`config.mk`:
```
export PLATFORM = sky130hd
export DESIGN_NAME = lzd_norm_pipe
export DESIGN_NICKNAME = d
export VERILOG_FILES = /design/src/rtl/awgn_pkg.sv /design/src/rtl/lzd_tree.sv /design/src/rtl/lzd_norm_pipe.sv
export SDC_FILE = /design/constraint.sdc
export NUM_CORES = 1
export LEC_CHECK = 0
export CAP_MARGIN = 0
export CORE_MARGIN = 2
export CORE_UTILIZATION = 40
export CTS_CLUSTER_SIZE = 40
export DETAILED_ROUTE_END_ITERATION = 12
export GPL_ROUTABILITY_DRIVEN = 0
export SLEW_MARGIN = 20
export SYNTH_ARGS = -nofsm -noshare
export SYNTH_HDL_FRONTEND = slang
export SYNTH_SLANG_ARGS = --single-unit
```
`constraint.sdc`:
```
create_clock -name clk -period 4.3 [get_ports clk]
set_clock_uncertainty 0.1 [all_clocks]
set_input_delay 0.86 -clock clk [delete_from_list [all_inputs] [get_ports clk]]
set_output_delay 0.86 -clock clk [all_outputs]
set_load 0.05 [all_outputs]
```
`src/rtl/awgn_pkg.sv`:
```
// Shared constants and elaboration-time helpers for the AWGN datapath.
package awgn_pkg;

  localparam int LZD_WIDTH_DEFAULT = 32;

  // Ceiling log2; clog2(1) = 0.
  function automatic int clog2(input int n);
    int r;
    r = 0;
    for (int i = 0; i < 31; i++) begin
      if ((1 << i) < n) r = i + 1;
    end
    return r;
  endfunction

  function automatic int pow2_ceil(input int n);
    return 1 << clog2(n);
  endfunction

endpackage

```
`src/rtl/lzd_tree.sv`:
```
// Combinational leading-zero detector built recursively from 2-bit leaf cells.
// cnt is the full count (WIDTH when ip is all zeros); v is set when any bit of ip is 1.
module lzd_tree
  import awgn_pkg::*;
#(
  parameter int WIDTH = LZD_WIDTH_DEFAULT,
  localparam int CNT_W = clog2(WIDTH + 1)
) (
  input  logic [WIDTH-1:0] ip,
  output logic [CNT_W-1:0] cnt,
  output logic             v
);

  localparam int P = pow2_ceil(WIDTH);

  generate
    if (P != WIDTH) begin : g_pad
      // Pad the LSB side with ones: the padded tree always finds a 1, so its count
      // never exceeds WIDTH and the padding never contributes to it.
      localparam int CPW = clog2(P + 1);
      logic [P-1:0]   ip_pad;
      logic [CPW-1:0] cnt_pad;
      logic           v_pad;
      logic           unused_pad;

      assign ip_pad = {ip, {(P - WIDTH){1'b1}}};

      lzd_tree #(.WIDTH(P)) u_pad (
        .ip  (ip_pad),
        .cnt (cnt_pad),
        .v   (v_pad)
      );

      assign cnt        = cnt_pad[CNT_W-1:0];
      assign v          = (cnt_pad[CNT_W-1:0] != CNT_W'(WIDTH));
      assign unused_pad = ^{v_pad, cnt_pad[CPW-1:CNT_W]};
    end else if (WIDTH == 2) begin : g_leaf
      assign v   = ip[0] | ip[1];
      assign cnt = v ? {1'b0, ip[0] & ~ip[1]} : 2'd2;
    end else begin : g_node
      localparam int H  = WIDTH / 2;
      localparam int HC = clog2(H + 1);
      logic [HC-1:0] cnt_hi;
      logic [HC-1:0] cnt_lo;
      logic          v_hi;
      logic          v_lo;

      lzd_tree #(.WIDTH(H)) u_hi (
        .ip  (ip[WIDTH-1:H]),
        .cnt (cnt_hi),
        .v   (v_hi)
      );

      lzd_tree #(.WIDTH(H)) u_lo (
        .ip  (ip[H-1:0]),
        .cnt (cnt_lo),
        .v   (v_lo)
      );

      // Lower half selected: prefix a 1 to its count; an all-zero lower half (count H)
      // rolls over to exactly WIDTH.
      assign v   = v_hi | v_lo;
      assign cnt = v_hi ? {1'b0, cnt_hi}
                        : {cnt_lo[HC-1], ~cnt_lo[HC-1], cnt_lo[HC-2:0]};
    end
  endgenerate

endmodule

```
`src/rtl/lzd_norm_pipe.sv`:
```
// Two-stage leading-zero count and normalise pipeline with valid/ready backpressure.
// S1 holds the word plus its count; S2 holds the shifted word and drives the outputs.
module lzd_norm_pipe
  import awgn_pkg::*;
#(
  parameter int WIDTH = LZD_WIDTH_DEFAULT,
  parameter int TAG_W = 4,
  localparam int CNT_W = clog2(WIDTH + 1)
) (
  input  logic             clk,
  input  logic             rst_n,
  input  logic             in_valid,
  output logic             in_ready,
  input  logic [WIDTH-1:0] in_data,
  input  logic [TAG_W-1:0] in_tag,
  output logic             out_valid,
  input  logic             out_ready,
  output logic [CNT_W-1:0] out_lz,
  output logic             out_zero,
  output logic [WIDTH-1:0] out_norm,
  output logic [TAG_W-1:0] out_tag
);

  logic [CNT_W-1:0] lz_cnt;
  logic             lz_v;

  logic             s1_valid_q, s1_valid_d;
  logic [WIDTH-1:0] s1_data_q,  s1_data_d;
  logic [TAG_W-1:0] s1_tag_q,   s1_tag_d;
  logic [CNT_W-1:0] s1_lz_q,    s1_lz_d;
  logic             s1_zero_q,  s1_zero_d;

  logic             s2_valid_q, s2_valid_d;
  logic [WIDTH-1:0] s2_norm_q,  s2_norm_d;
  logic [TAG_W-1:0] s2_tag_q,   s2_tag_d;
  logic [CNT_W-1:0] s2_lz_q,    s2_lz_d;
  logic             s2_zero_q,  s2_zero_d;

  logic             s1_adv;
  logic             s2_adv;

  lzd_tree #(.WIDTH(WIDTH)) u_lzd (
    .ip  (in_data),
    .cnt (lz_cnt),
    .v   (lz_v)
  );

  always_comb begin
    s2_adv     = !s2_valid_q || out_ready;
    s1_adv     = !s1_valid_q || s2_adv;

    s1_valid_d = s1_valid_q;
    s1_data_d  = s1_data_q;
    s1_tag_d   = s1_tag_q;
    s1_lz_d    = s1_lz_q;
    s1_zero_d  = s1_zero_q;
    s2_valid_d = s2_valid_q;
    s2_norm_d  = s2_norm_q;
    s2_tag_d   = s2_tag_q;
    s2_lz_d    = s2_lz_q;
    s2_zero_d  = s2_zero_q;

    if (s1_adv) begin
      s1_valid_d = in_valid;
      if (in_valid) begin
        s1_data_d = in_data;
        s1_tag_d  = in_tag;
        s1_lz_d   = lz_cnt;
        s1_zero_d = !lz_v;
      end
    end

    if (s2_adv) begin
      s2_valid_d = s1_valid_q;
      if (s1_valid_q) begin
        // A count of WIDTH shifts everything out, giving the all-zero result.
        s2_norm_d = s1_data_q << s1_lz_q;
        s2_tag_d  = s1_tag_q;
        s2_lz_d   = s1_lz_q;
        s2_zero_d = s1_zero_q;
      end
    end
  end

  always_ff @(posedge clk or negedge rst_n) begin
    if (!rst_n) begin
      s1_valid_q <= 1'b0;
      s1_data_q  <= '0;
      s1_tag_q   <= '0;
      s1_lz_q    <= '0;
      s1_zero_q  <= 1'b0;
      s2_valid_q <= 1'b0;
      s2_norm_q  <= '0;
      s2_tag_q   <= '0;
      s2_lz_q    <= '0;
      s2_zero_q  <= 1'b0;
    end else begin
      s1_valid_q <= s1_valid_d;
      s1_data_q  <= s1_data_d;
      s1_tag_q   <= s1_tag_d;
      s1_lz_q    <= s1_lz_d;
      s1_zero_q  <= s1_zero_d;
      s2_valid_q <= s2_valid_d;
      s2_norm_q  <= s2_norm_d;
      s2_tag_q   <= s2_tag_d;
      s2_lz_q    <= s2_lz_d;
      s2_zero_q  <= s2_zero_d;
    end
  end

  assign in_ready  = s1_adv;
  assign out_valid = s2_valid_q;
  assign out_lz    = s2_lz_q;
  assign out_zero  = s2_zero_q;
  assign out_norm  = s2_norm_q;
  assign out_tag   = s2_tag_q;

endmodule

```
* Yosys cells after proc, flatten, opt, wreduce, memory -nomap -nowiden
Index checks and enable logic that the tools add are counted.
Word-level totals: word-level logic and storage cells 119, output and inout bits 45, register bits 88, input port bits 40
Operators by class: reduce and logical (&&, ||, !) cells 7, mux-type cells 23, bitwise gates (word level) 78, shift operators 1
Operators by type and width (count):
- 32-bit by 6-bit << shifter with 32-bit output | 1
- 1-bit NOT | 31
- 1-bit bitwise OR | 31
- 3-bit 2-to-1 mux | 8
- 1-bit bitwise AND | 16
- 2-bit 2-to-1 mux | 8
- 4-bit 2-to-1 mux | 4
- 5-bit 2-to-1 mux | 2
- 6-bit 2-to-1 mux | 1
- 2-bit AND reduction | 2
- 1-bit zero test | 3
- 1-bit logical OR | 2

* Longest topological paths before layout
Gate-level depths: netlist of the first run.
word-level depth 11, gate-level depth with buffers 8, depth with buffers taken out 5

* By module
Synthesis of the first run repeated with hierarchy kept, for this count alone.
Second synthesis, totals: cell total of the unflattened synthesis 566, area, all modules 5925.7 um2
Modules (own cells, without submodules):
- lzd_norm_pipe | area an instance 4957.3 um2, seq. area each 2202.1 um2, times used 1, cells an instance 431
- lzd_tree (u_lzd.g_node.u_hi.g_node.u_hi.g_node.u_hi.g_node.u_hi ...) | area an instance 18.8 um2, seq. area each 0.0 um2, times used 16, cells an instance 3
- lzd_tree (u_lzd.g_node.u_hi.g_node.u_hi.g_node.u_hi ...) | area an instance 36.3 um2, seq. area each 0.0 um2, times used 8, cells an instance 5
- lzd_tree (u_lzd.g_node.u_hi.g_node.u_hi ...) | area an instance 43.8 um2, seq. area each 0.0 um2, times used 4, cells an instance 6
- lzd_tree (u_lzd.g_node.u_hi ...) | area an instance 55.1 um2, seq. area each 0.0 um2, times used 2, cells an instance 7
- lzd_tree (u_lzd) | area an instance 92.6 um2, seq. area each 0.0 um2, times used 1, cells an instance 9

* Least setup slack after synthesis of the first run
No wires, ideal clock.
path type input to register, start point input out_ready, end point register s1_data_q[0], path buffers 3, library setup time 0.125 ns, cell stages on the path 7, path slack 1.538 ns, arrival 2.538 ns, path through nand2b_1 -> clkbuf_1 -> or2_1 -> and2_1 -> buf_2 -> buf_2 -> mux2_2
Between the ends: cells in the longest elaborated chain, start to end 3
RTL lines:
- start, declared | line lzd_norm_pipe.sv:17 | input logic out_ready,
- 1-bit logical OR | line lzd_norm_pipe.sv:49 | s2_adv = !s2_valid_q || out_ready;
- 1-bit logical OR | line lzd_norm_pipe.sv:50 | s1_adv = !s1_valid_q || s2_adv;
- net in_ready | line lzd_norm_pipe.sv:13 | output logic in_ready,
- 2-bit AND reduction (no source line)
- end signal, assigned | line lzd_norm_pipe.sv:99 | s1_data_q <= s1_data_d;
- end, declared | line lzd_norm_pipe.sv:28 | logic [WIDTH-1:0] s1_data_q, s1_data_d;
The timed path passes the listed nets, and every way through them passes these cells. A chain may end at the register's enable or synchronous reset.

* Worst setup path after layout of the first run
start point input out_ready, end point output in_ready
Between the ends: cells in the longest elaborated chain, start to end 2
RTL lines (line):
- 1-bit logical OR | lzd_norm_pipe.sv:49
- 1-bit logical OR | lzd_norm_pipe.sv:50
- end, declared | lzd_norm_pipe.sv:13
No other way between the ends.

==> summary.txt, run 1 <==
CTS
  • Number of levels the H-tree was split into: 3
  • Clock sink count: 86
  • Buffer type at the clock tree root: sky130_fd_sc_hd__clkbuf_16
  • Insertion delay of the later-clocked pin in the worst-skew pair: 0.35 ns
  • Number of buffers added by the clock tree synthesis step: 9
  • Post-CTS Hold Fix Bufs: 0
  • Post-CTS setup repair buffer count: 0
  • Deepest clock path buffer count: 2
  • TritonCTS clock tree: done
  • Clock-pin slew reported for the worst setup and hold paths after clock tree synthesis: 0.06 ns
  • Resized cells post-CTS: 0

Route
  • Average wire per cell in the routed design: 18.76 um
  • Vias per Instance: 5.827
  • DRT Wirelength: 13960 um
  • Number of nets still failing antenna checks after routing: 0
  • 1st-pass router iterations: 4
  • Drc violations: 0
  • Number of DRC violations after detailed-routing iteration 0: 292
  • Total number of vias: 4335

Critical path
  • Top delay family on crit path: buffers and inverters
  • Endpoint type of the worst setup path: primary output
  • Register-to-register setup slack: 1.50 ns
  • Critical Path Source Type: primary input
  • Most prevalent standard cell on the critical path: sky130_fd_sc_hd__clkdlybuf4s50_1
  • Cells along the critical path: clkdlybuf4s50_1, nand2b_1, or2_1, clkdlybuf4s50_1
  • Destination of the worst register-to-register timing path: out_norm[26]$_DFFE_PN0P_
  • Worst path buffer plus inverter count: 2
  • Kind of critical path: in -> out
  • Crit path max fanout: 9
  • CP Data Required Time: 3.34 ns
  • Cell at the slowest stage of the critical path: sky130_fd_sc_hd__clkdlybuf4s50_1
  • Arrival time at the worst endpoint: 2.60 ns
  • Delay of the slowest cell on the worst path: 0.82 ns
  • Worst R2R Path Depth: 5
  • Worst R2R Start: s1_lz_q[0]$_DFFE_PN0P_

Hold path
  • Worst hold path type: reg -> reg
  • Min-Delay Startpoint: s1_tag_q[0]$_DFFE_PN0P_
  • Endpoint with the worst hold slack: s1_tag_q[0]$_DFFE_PN0P_
  • Hold Path Stages: 2

Global routing
  • Total congestion overflow: 0
  • Overall track demand over capacity in global routing: 0.2065
  • Antenna violations before repair: 0
  • Largest net degree at the start of global routing: 54
  • Number of global-route vias before repair: 4313
  • First-pass GRT wire length: 23160 um

Power
  • Maximum vdd drop: 0.2075 mV
  • Leakage Power: 2.661 nW
  • Combinational power share: 0.395
  • Total power density per cell area: 504.2 nW/um2
  • NetSw: 0.001249 W
  • Share of power burned in registers: 0.341
  • Sw frac: 0.3781
  • Internal portion of total power: 0.002054 W
  • Share of total power in the clock network: 0.264

STA
  • Setup tns final: 0 ns
  • Number of endpoints with negative hold slack in the final report: 0
  • Count of final setup violators: 0
  • Relative max-transition margin: 0.4390
  • Worst-Margin Slew: 0.8414 ns
  • Maximum frequency from static timing analysis: 281.1 MHz
  • Max Transition Viols Final: 0
  • Setup repair after global routing missed its margin: no
  • Share of the clock period used by the worst path after layout: 0.8272
  • Fin worst setup slack: 0.7428 ns
  • Final Critical Period: 3.557 ns

Synthesis
  • Number of flops mapped to enable cells by yosys: 0
  • Post-Synthesis Net Count: 538
  • Top flip-flop cell by instance count after synthesis: sky130_fd_sc_hd__dfrtp_1
  • Count of state elements after synthesis: 86
  • Share of flip-flops with an asynchronous set or reset after synthesis: 1.000
  • Count of cell types in the netlist: 60
  • Synthesized cell area: 5298 um2
  • Cells after synthesis: 498
  • Sequential cell area fraction in the yosys report: 0.4062
  • Synthesized area divided by synthesized cell count: 10.64 um2
  • Yosys warns: 0

Die
  • Core Region: 13090 um2
  • Chip width: 119.1 um
  • Rows: 42
  • Die area: 14180 um2
  • Die H: 119.1 um
  • Initial Util: 0.4049
  • Ports placed on the boundary: 85

Finish
  • Final antenna diode count: 0
  • Post-layout utilization of the core: 0.5006
  • Share of layout cells above drive strength 1: 0.1725
  • Number of fillers in the final layout: 1197
  • Layout net count: 603
  • Synthesis-to-finish area growth: 23.64%
  • Cell area after layout: 6550 um2
  • Post-layout instance count excluding filler cells: 744

Outcome
  • Run status: finished, final reports clean

Flow run
  • Max-cap viol count: 0

Place
  • Placed Instance Area: 6215 um2
  • Number of input and output port buffers inserted: 84
  • DP Worst Slack: 0.7493 ns
  • Hpwl dp: 10510 um
  • Number of cells after detailed placement: 728
-- per-layer routing --
layer | wire [um] | up-vias | GRT usage
met4 | 319 | 0 | 0.08333
met1 | 6687 | 2156 | 0.2999
li1 | - | 2007 | -
met5 | 0 | - | 0
met3 | 718 | 23 | 0.03592
met2 | 6236 | 149 | 0.3064
-- worst reg2reg max path, stage by stage, from the launching register on --
cell                      delay (ns)
sky130_fd_sc_hd__dfrtp_1        0.89
sky130_fd_sc_hd__buf_4          0.40
sky130_fd_sc_hd__mux4_2         0.59
sky130_fd_sc_hd__mux2i_1        0.30
sky130_fd_sc_hd__o21ai_0        0.13
sky130_fd_sc_hd__a211o_1        0.28
-- state kept, by name, summed over array words and instances (netlist names) --
signal	count
out_lz	6
out_norm	32
out_tag	4
out_valid	1
s1_data_q	32
s1_lz_q	6
s1_tag_q	4
s1_valid_q	1
-- per-stage QoR --
step	hold WS [ns]	total power [W]
6_report	0.3784	0.003303
3_5_place_dp	0.3611	0.002446
5_1_grt	0.3968	0.003451
4_1_cts	0.3765	0.003318
2_1_floorplan	0.3417	0.002003
3_3_place_gp	0.3576	0.002424
-- power groups by stage --
stage | Combinational [W] | Sequential (W) | Clock, W
after floorplan | 0.000553 | 0.00145 | 0
after global placement | 0.00129 | 0.00113 | 0
after detailed placement | 0.00130 | 0.00114 | 0
after CTS | 0.00130 | 0.00113 | 0.000884
after global routing | 0.00138 | 0.00116 | 0.000915
final | 0.00131 | 0.00113 | 0.000870
-- worst max path at each step --
stage,from,endpoint,slack (ns),depth (start not counted)
finish,out_ready,in_ready,0.74,4
global route,out_ready,in_ready,0.67,4
CTS,out_ready,in_ready,0.74,4
detailed placement,out_ready,in_ready,0.75,4
global placement,out_ready,in_ready,0.77,4
floorplan,out_ready,s1_data_q[0]$_DFFE_PN0P_,1.54,7
-- kinds of logic (layout without fill, tap and decap cells) --
group,count (synthesis),in the layout,synth area share
DFF,86,86,0.4062
and+or+nand+nor,137,137,0.1164
buffers and inverters,49,119,0.04605
AOI/OAI and AO/OA,125,125,0.1606
muxes,101,101,0.2707
-- synth_stat cells, drive strengths merged (2+ instances only) --
cell     instances  share of area
dfrtp           86           0.41
nand2           64          0.045
mux2            39          0.084
o21ai           36          0.034
mux2i           34          0.067
nor2            34          0.024
mux4            28           0.12
a21oi           26          0.025
buf             19          0.025
clkbuf          19          0.013
inv             11         0.0078
nand3            8         0.0076
a211o            7          0.012
a32oi            5         0.0083
nor4             5         0.0059
a22o             4         0.0066
a2bb2oi          4         0.0078
a31oi            4         0.0047
nand2b           4         0.0047
o22ai            4         0.0047
o31ai            4         0.0057
a211oi           3         0.0043
a221o            3         0.0057
a32o             3         0.0057
nor2b            3         0.0035
nor3             3         0.0028
o211ai           3         0.0043
o32ai            3         0.0050
or2              3         0.0040
or4              3         0.0050
a2111o           2         0.0043
a2111oi          2         0.0045
a22oi            2         0.0028
and2             2         0.0024
and3             2         0.0024
nand4            2         0.0024
o21a             2         0.0028
or3              2         0.0024
-- final cells by class --
class	count	area (um2)	area share
tap	176	220.2	0.03362
inverter	11	41.29	0.006304
clock inverter	3	65.06	0.009933
sequential	86	2153	0.3287
timing repair buffer	92	898.4	0.1372
clock buffer	13	270.3	0.04126
multi-input combinational	363	2902	0.4430
-- layout by cell type (no fill, tap or decap), types with 3 or more instances in the layout --
cell type                         netlist  final
sky130_fd_sc_hd__mux2i_1               33     33
sky130_fd_sc_hd__nand3_1                8      8
sky130_fd_sc_hd__a22o_1                 4      4
sky130_fd_sc_hd__o211ai_1               3      3
sky130_fd_sc_hd__inv_1                 11     11
sky130_fd_sc_hd__mux4_2                26     26
sky130_fd_sc_hd__nor4_1                 5      5
sky130_fd_sc_hd__a31oi_1                4      4
sky130_fd_sc_hd__a32o_1                 3      3
sky130_fd_sc_hd__nand2_1               64     64
sky130_fd_sc_hd__o22ai_1                4      4
sky130_fd_sc_hd__nor2_1                34     34
sky130_fd_sc_hd__nand2b_1               4      4
sky130_fd_sc_hd__buf_4                  7      9
sky130_fd_sc_hd__a211oi_1               3      3
sky130_fd_sc_hd__clkdlybuf4s50_1        0     83
sky130_fd_sc_hd__nor3_1                 3      3
sky130_fd_sc_hd__mux2_2                38     38
sky130_fd_sc_hd__a221o_1                3      3
sky130_fd_sc_hd__a32oi_1                5      5
sky130_fd_sc_hd__o21ai_0               35     35
sky130_fd_sc_hd__nor2b_1                3      3
sky130_fd_sc_hd__a211o_1                7      7
sky130_fd_sc_hd__o31ai_1                4      4
sky130_fd_sc_hd__dfrtp_1               86     85
sky130_fd_sc_hd__clkbuf_8               0      3
sky130_fd_sc_hd__o32ai_1                3      3
sky130_fd_sc_hd__a21oi_1               25     25
sky130_fd_sc_hd__clkbuf_16              0      9
sky130_fd_sc_hd__a2bb2oi_1              3      3
(Power assumes the default switching activity.)
==> run 2: changes to the inputs <==
==> constraint.sdc (replaced) <==
create_clock -name clk -period 3.6 [get_ports clk]
set_clock_uncertainty 0.1 [all_clocks]
set_input_delay 0.72 -clock clk [delete_from_list [all_inputs] [get_ports clk]]
set_output_delay 0.72 -clock clk [all_outputs]
set_load 0.05 [all_outputs]
==> summary.txt, run 2 (synthesis gave the netlist of run 1 again) <==
Critical path
  • Endpoint type of the worst setup path: primary output
  • CP Data Required Time: 2.78 ns
  • Crit path max fanout: 9
  • Critical Path Source Type: primary input
  • Worst R2R Start: s1_lz_q[1]$_DFFE_PN0P_
  • Delay of the slowest cell on the worst path: 0.39 ns
  • Number of cells on the critical path: 4
  • Crit. Startpoint: out_ready
  • Cell at the slowest stage of the critical path: sky130_fd_sc_hd__clkdlybuf4s50_1
  • Worst R2R Path Depth: 7
  • Cells along the critical path: clkdlybuf4s50_1, nand2b_1, or2_1, buf_4
  • Kind of critical path: in -> out
  • Worst path buffer plus inverter count: 2
  • Arrival time at the worst endpoint: 1.91 ns
  • Top delay family on crit path: buffers and inverters

Global routing
  • First-pass GRT wire length: 22950 um
  • Number of global-route vias before repair: 4138
  • Largest net degree at the start of global routing: 63
  • Antenna violations before repair: 0
  • Overall track demand over capacity in global routing: 0.2093
  • Total congestion overflow: 0

STA
  • Relative max-transition margin: 0.4735
  • Count of final setup violators: 0
  • Max Transition Viols Final: 0
  • Setup repair after global routing missed its margin: no
  • Fin Hold WS: 0.3589 ns
  • Setup tns final: 0 ns
  • Final Critical Period: 2.729 ns
  • Maximum frequency from static timing analysis: 366.4 MHz
  • Worst-Margin Slew: 0.7898 ns
  • Number of endpoints with negative hold slack in the final report: 0
  • Share of the clock period used by the worst path after layout: 0.7581

CTS
  • Post-CTS Hold Fix Bufs: 0
  • Clock sink count: 86
  • Insertion delay of the later-clocked pin in the worst-skew pair: 0.35 ns
  • Deepest clock path buffer count: 2
  • Resized cells post-CTS: 0
  • Clock-pin slew reported for the worst setup and hold paths after clock tree synthesis: 0.06 ns
  • Buffer type at the clock tree root: sky130_fd_sc_hd__clkbuf_16
  • Post-CTS setup repair buffer count: 0
  • TritonCTS clock tree: done
  • Number of buffers added by the clock tree synthesis step: 9
  • Number of levels the H-tree was split into: 3

Place
  • Number of input and output port buffers inserted: 84
  • Hpwl dp: 10780 um
  • Number of cells after detailed placement: 735

Die
  • Die H: 119.1 um
  • Ports placed on the boundary: 85
  • Rows: 42
  • Die area: 14180 um2
  • Initial Util: 0.4049
  • Chip width: 119.1 um
  • Core Region: 13090 um2

Finish
  • Layout net count: 610
  • Post-layout instance count excluding filler cells: 751
  • Synthesis-to-finish area growth: 24.37%
  • Final antenna diode count: 0
  • Most frequent cells in the layout: 85 x sky130_fd_sc_hd__dfrtp_1, 82 x sky130_fd_sc_hd__clkdlybuf4s50_1, 64 x sky130_fd_sc_hd__nand2_1, 38 x sky130_fd_sc_hd__mux2_2, 35 x sky130_fd_sc_hd__o21ai_0
  • Post-layout utilization of the core: 0.5035
  • Share of layout cells above drive strength 1: 0.1861
  • Most common cell after layout, fill and taps aside: sky130_fd_sc_hd__dfrtp_1

Route
  • Total number of vias: 4364
  • Average wire per cell in the routed design: 18.91 um
  • 1st-pass router iterations: 4
  • Number of DRC violations after detailed-routing iteration 0: 319
  • Number of nets still failing antenna checks after routing: 0
  • Drc violations: 0
  • DRT Wirelength: 14200 um
  • Vias per Instance: 5.811

Hold path
  • Worst hold path type: in -> async

Power
  • Total power draw: 0.003922 W
  • Leakage Power: 2.683 nW
  • Total power density per cell area: 595.3 nW/um2
  • Maximum vdd drop: 0.2471 mV

Outcome
  • Run status: finished, final reports clean

Flow run
  • Max-cap viol count: 0
run 2: final timing paths:
path                       slack, ns                        end
max in group asynchronous       2.28  s1_data_q[30]$_DFFE_PN0P_
max reg2reg                     0.95   out_norm[22]$_DFFE_PN0P_
min in group clk                0.38    s1_tag_q[0]$_DFFE_PN0P_
min reg2reg                     0.38    s1_tag_q[0]$_DFFE_PN0P_
max                             0.87                   in_ready
min                             0.36      out_lz[3]$_DFFE_PN0P_
run 2: report_power, final:
group / internal [W] / switching (W) / total [W]
registers: 0.00116 / 0.000184 / 0.00134
logic: 0.000640 / 0.000941 / 0.00158
clock network: 0.000623 / 0.000377 / 0.00100
run 2: cell type report:
type	instances	area, um2
inverter	11	41.29
timing repair buffer	99	948.4
sequential	86	2153
multi-input combinational	363	2902
clock inverter	6	85.08
clock buffer	10	239.0
fill	1206	6496
tap	176	220.2
run 2: layer usage:
layer  track usage  up-vias  part of all wire
met2        0.3035      163              0.44
li1              -     2025                 -
met4       0.07887        0             0.032
met1        0.3056     2143              0.47
met3       0.04693       33             0.063
met5             0        -                 0
run 2: metrics by stage:
stage               setup slack (ns)  area [um2]
CTS                           0.8660        6589
global route                  0.7532        6589
detailed placement            0.5698        6265
floorplan                     0.9776        5298
finish                        0.8708        6589
global placement              0.5985        6265
run 2: worst reg2reg max path: stages (launching register included):
cell and delay [ns]:
sky130_fd_sc_hd__dfrtp_2 0.85, sky130_fd_sc_hd__buf_4 0.35, sky130_fd_sc_hd__buf_4 0.19, sky130_fd_sc_hd__mux2i_1 0.23
sky130_fd_sc_hd__mux2i_1 0.17, sky130_fd_sc_hd__mux2i_1 0.23, sky130_fd_sc_hd__o22ai_1 0.14, sky130_fd_sc_hd__a221o_1 0.27
==> run 3: changes to the inputs <==
==> constraint.sdc (replaced) <==
create_clock -name clk -period 2.4 [get_ports clk]
set_clock_uncertainty 0.1 [all_clocks]
set_input_delay 0.48 -clock clk [delete_from_list [all_inputs] [get_ports clk]]
set_output_delay 0.48 -clock clk [all_outputs]
set_load 0.05 [all_outputs]
==> summary.txt, run 3 (synthesis gave the netlist of run 1 again) <==
Global routing
  • Largest net degree at the start of global routing: 39
  • First-pass GRT wire length: 23650 um
  • Total congestion overflow: 0
  • Antenna violations before repair: 0
  • Overall track demand over capacity in global routing: 0.2120
  • Number of global-route vias before repair: 4455

STA
  • Max Transition Viols Final: 0
  • Setup repair after global routing missed its margin: no
  • Worst-Margin Slew: 0.5302 ns
  • Share of the clock period used by the worst path after layout: 0.9613
  • Number of endpoints with negative hold slack in the final report: 6
  • Fin Hold WS: -0.004034 ns
  • Final Critical Period: 2.307 ns
  • Maximum frequency from static timing analysis: 433.5 MHz
  • Relative max-transition margin: 0.6461
  • Setup tns final: 0 ns
  • Count of final setup violators: 0

CTS
  • Clock-pin slew reported for the worst setup and hold paths after clock tree synthesis: 0.06 ns
  • TritonCTS clock tree: done
  • Insertion delay of the later-clocked pin in the worst-skew pair: 0.35 ns
  • Number of buffers added by the clock tree synthesis step: 9
  • Post-CTS setup repair buffer count: 0
  • Post-CTS Hold Fix Bufs: 0
  • Deepest clock path buffer count: 2
  • Number of levels the H-tree was split into: 3
  • Resized cells post-CTS: 0
  • Buffer type at the clock tree root: sky130_fd_sc_hd__clkbuf_16
  • Clock sink count: 86

Route
  • Number of nets still failing antenna checks after routing: 0
  • Total number of vias: 4568
  • Vias per Instance: 5.717
  • Average wire per cell in the routed design: 17.96 um
  • 1st-pass router iterations: 4
  • Drc violations: 0
  • Number of DRC violations after detailed-routing iteration 0: 281
  • DRT Wirelength: 14350 um

Die
  • Die area: 14180 um2
  • Core Region: 13090 um2
  • Ports placed on the boundary: 85
  • Initial Util: 0.4049
  • Chip width: 119.1 um
  • Die H: 119.1 um
  • Rows: 42

Flow run
  • Max-cap viol count: 0

Place
  • Hpwl dp: 11200 um
  • Number of cells after detailed placement: 783
  • Number of input and output port buffers inserted: 84

Power
  • Leakage Power: 2.923 nW
  • Total power density per cell area: 855.6 nW/um2
  • Maximum vdd drop: 0.3732 mV

Finish
  • Layout net count: 658
  • Most common cell after layout, fill and taps aside: sky130_fd_sc_hd__dfrtp_1
  • Share of layout cells above drive strength 1: 0.2504
  • Post-layout utilization of the core: 0.5348
  • Final antenna diode count: 0
  • Synthesis-to-finish area growth: 32.10%
  • Most frequent cells in the layout: 85 x sky130_fd_sc_hd__dfrtp_1, 82 x sky130_fd_sc_hd__clkdlybuf4s50_1, 64 x sky130_fd_sc_hd__nand2_1, 61 x sky130_fd_sc_hd__buf_4, 38 x sky130_fd_sc_hd__mux2_2
  • Post-layout instance count excluding filler cells: 799

Critical path
  • Worst R2R Start: s1_lz_q[0]$_DFFE_PN0P_
  • Arrival time at the worst endpoint: 2.43 ns
  • Critical Path Source Type: flop
  • Crit path max fanout: 12
  • CP Data Required Time: 2.52 ns
  • Crit. Startpoint: s1_lz_q[0]$_DFFE_PN0P_
  • Endpoint type of the worst setup path: flop
  • Kind of critical path: reg -> reg

Outcome
  • Violations in the final reports: hold timing
  • Run status: complete, but fails checks

Hold path
  • Worst hold path type: in -> async
[run 3: area by class of cell]
cell class | count | area (um2)
clock buffers | 9 | 225.2
clock inverters | 7 | 97.59
fillers | 1173 | 6087
inverters | 11 | 41.29
multi-input cells | 363 | 2902
flip-flops and latches | 86 | 2153
well taps | 176 | 220.2
repair buffers | 147 | 1359
[run 3: worst max-delay path: stages, from the launching register on]
cell	delay, ns
sky130_fd_sc_hd__dfrtp_1	0.47
sky130_fd_sc_hd__buf_4	0.28
sky130_fd_sc_hd__mux4_2	0.65
sky130_fd_sc_hd__a32oi_1	0.26
sky130_fd_sc_hd__nor2_1	0.06
sky130_fd_sc_hd__a2111o_1	0.36
[run 3: metrics by stage]
| step | power [W] | area [um2] | setup slack [ns] |
|---|---|---|---|
| after floorplan | 0.003590 | 5298 | 0.06028 |
| after global placement | 0.004465 | 6675 | -0.03757 |
| after detailed placement | 0.004499 | 6675 | -0.07950 |
| after CTS | 0.006011 | 6998 | 0.1184 |
| after global routing | 0.006257 | 6998 | 0.009188 |
| final | 0.005988 | 6998 | 0.09294 |
[run 3: report_power, final]
| part | switching [W] | internal, W |
|---|---|---|
| combinational | 0.00144 | 0.00104 |
| sequential | 0.000258 | 0.00173 |
| clock | 0.000597 | 0.000914 |
| total | 0.00230 | 0.00369 |
[run 3: worst paths after layout]
path / endpoint / slack, ns / cells after the start
worst max-delay path: out_norm[30]$_DFFE_PN0P_ / 0.09 / 5
worst min-delay path: out_lz[3]$_DFFE_PN0P_ / -0.004 / 1
worst max register to register: out_norm[30]$_DFFE_PN0P_ / 0.09 / 5
worst min register to register: out_lz[0]$_DFFE_PN0P_ / 0.38 / 2
max in group asynchronous: s1_lz_q[1]$_DFFE_PN0P_ / 1.63 / 2
min in group clk: out_lz[0]$_DFFE_PN0P_ / 0.38 / 2
[run 3: layer usage]
layer | up-vias | wire [um] | track usage
met5 | - | 0 | 0
met4 | 0 | 393 | 0.09152
met3 | 31 | 829 | 0.03592
met2 | 164 | 6488 | 0.3244
met1 | 2257 | 6643 | 0.2976
li1 | 2116 | - | -
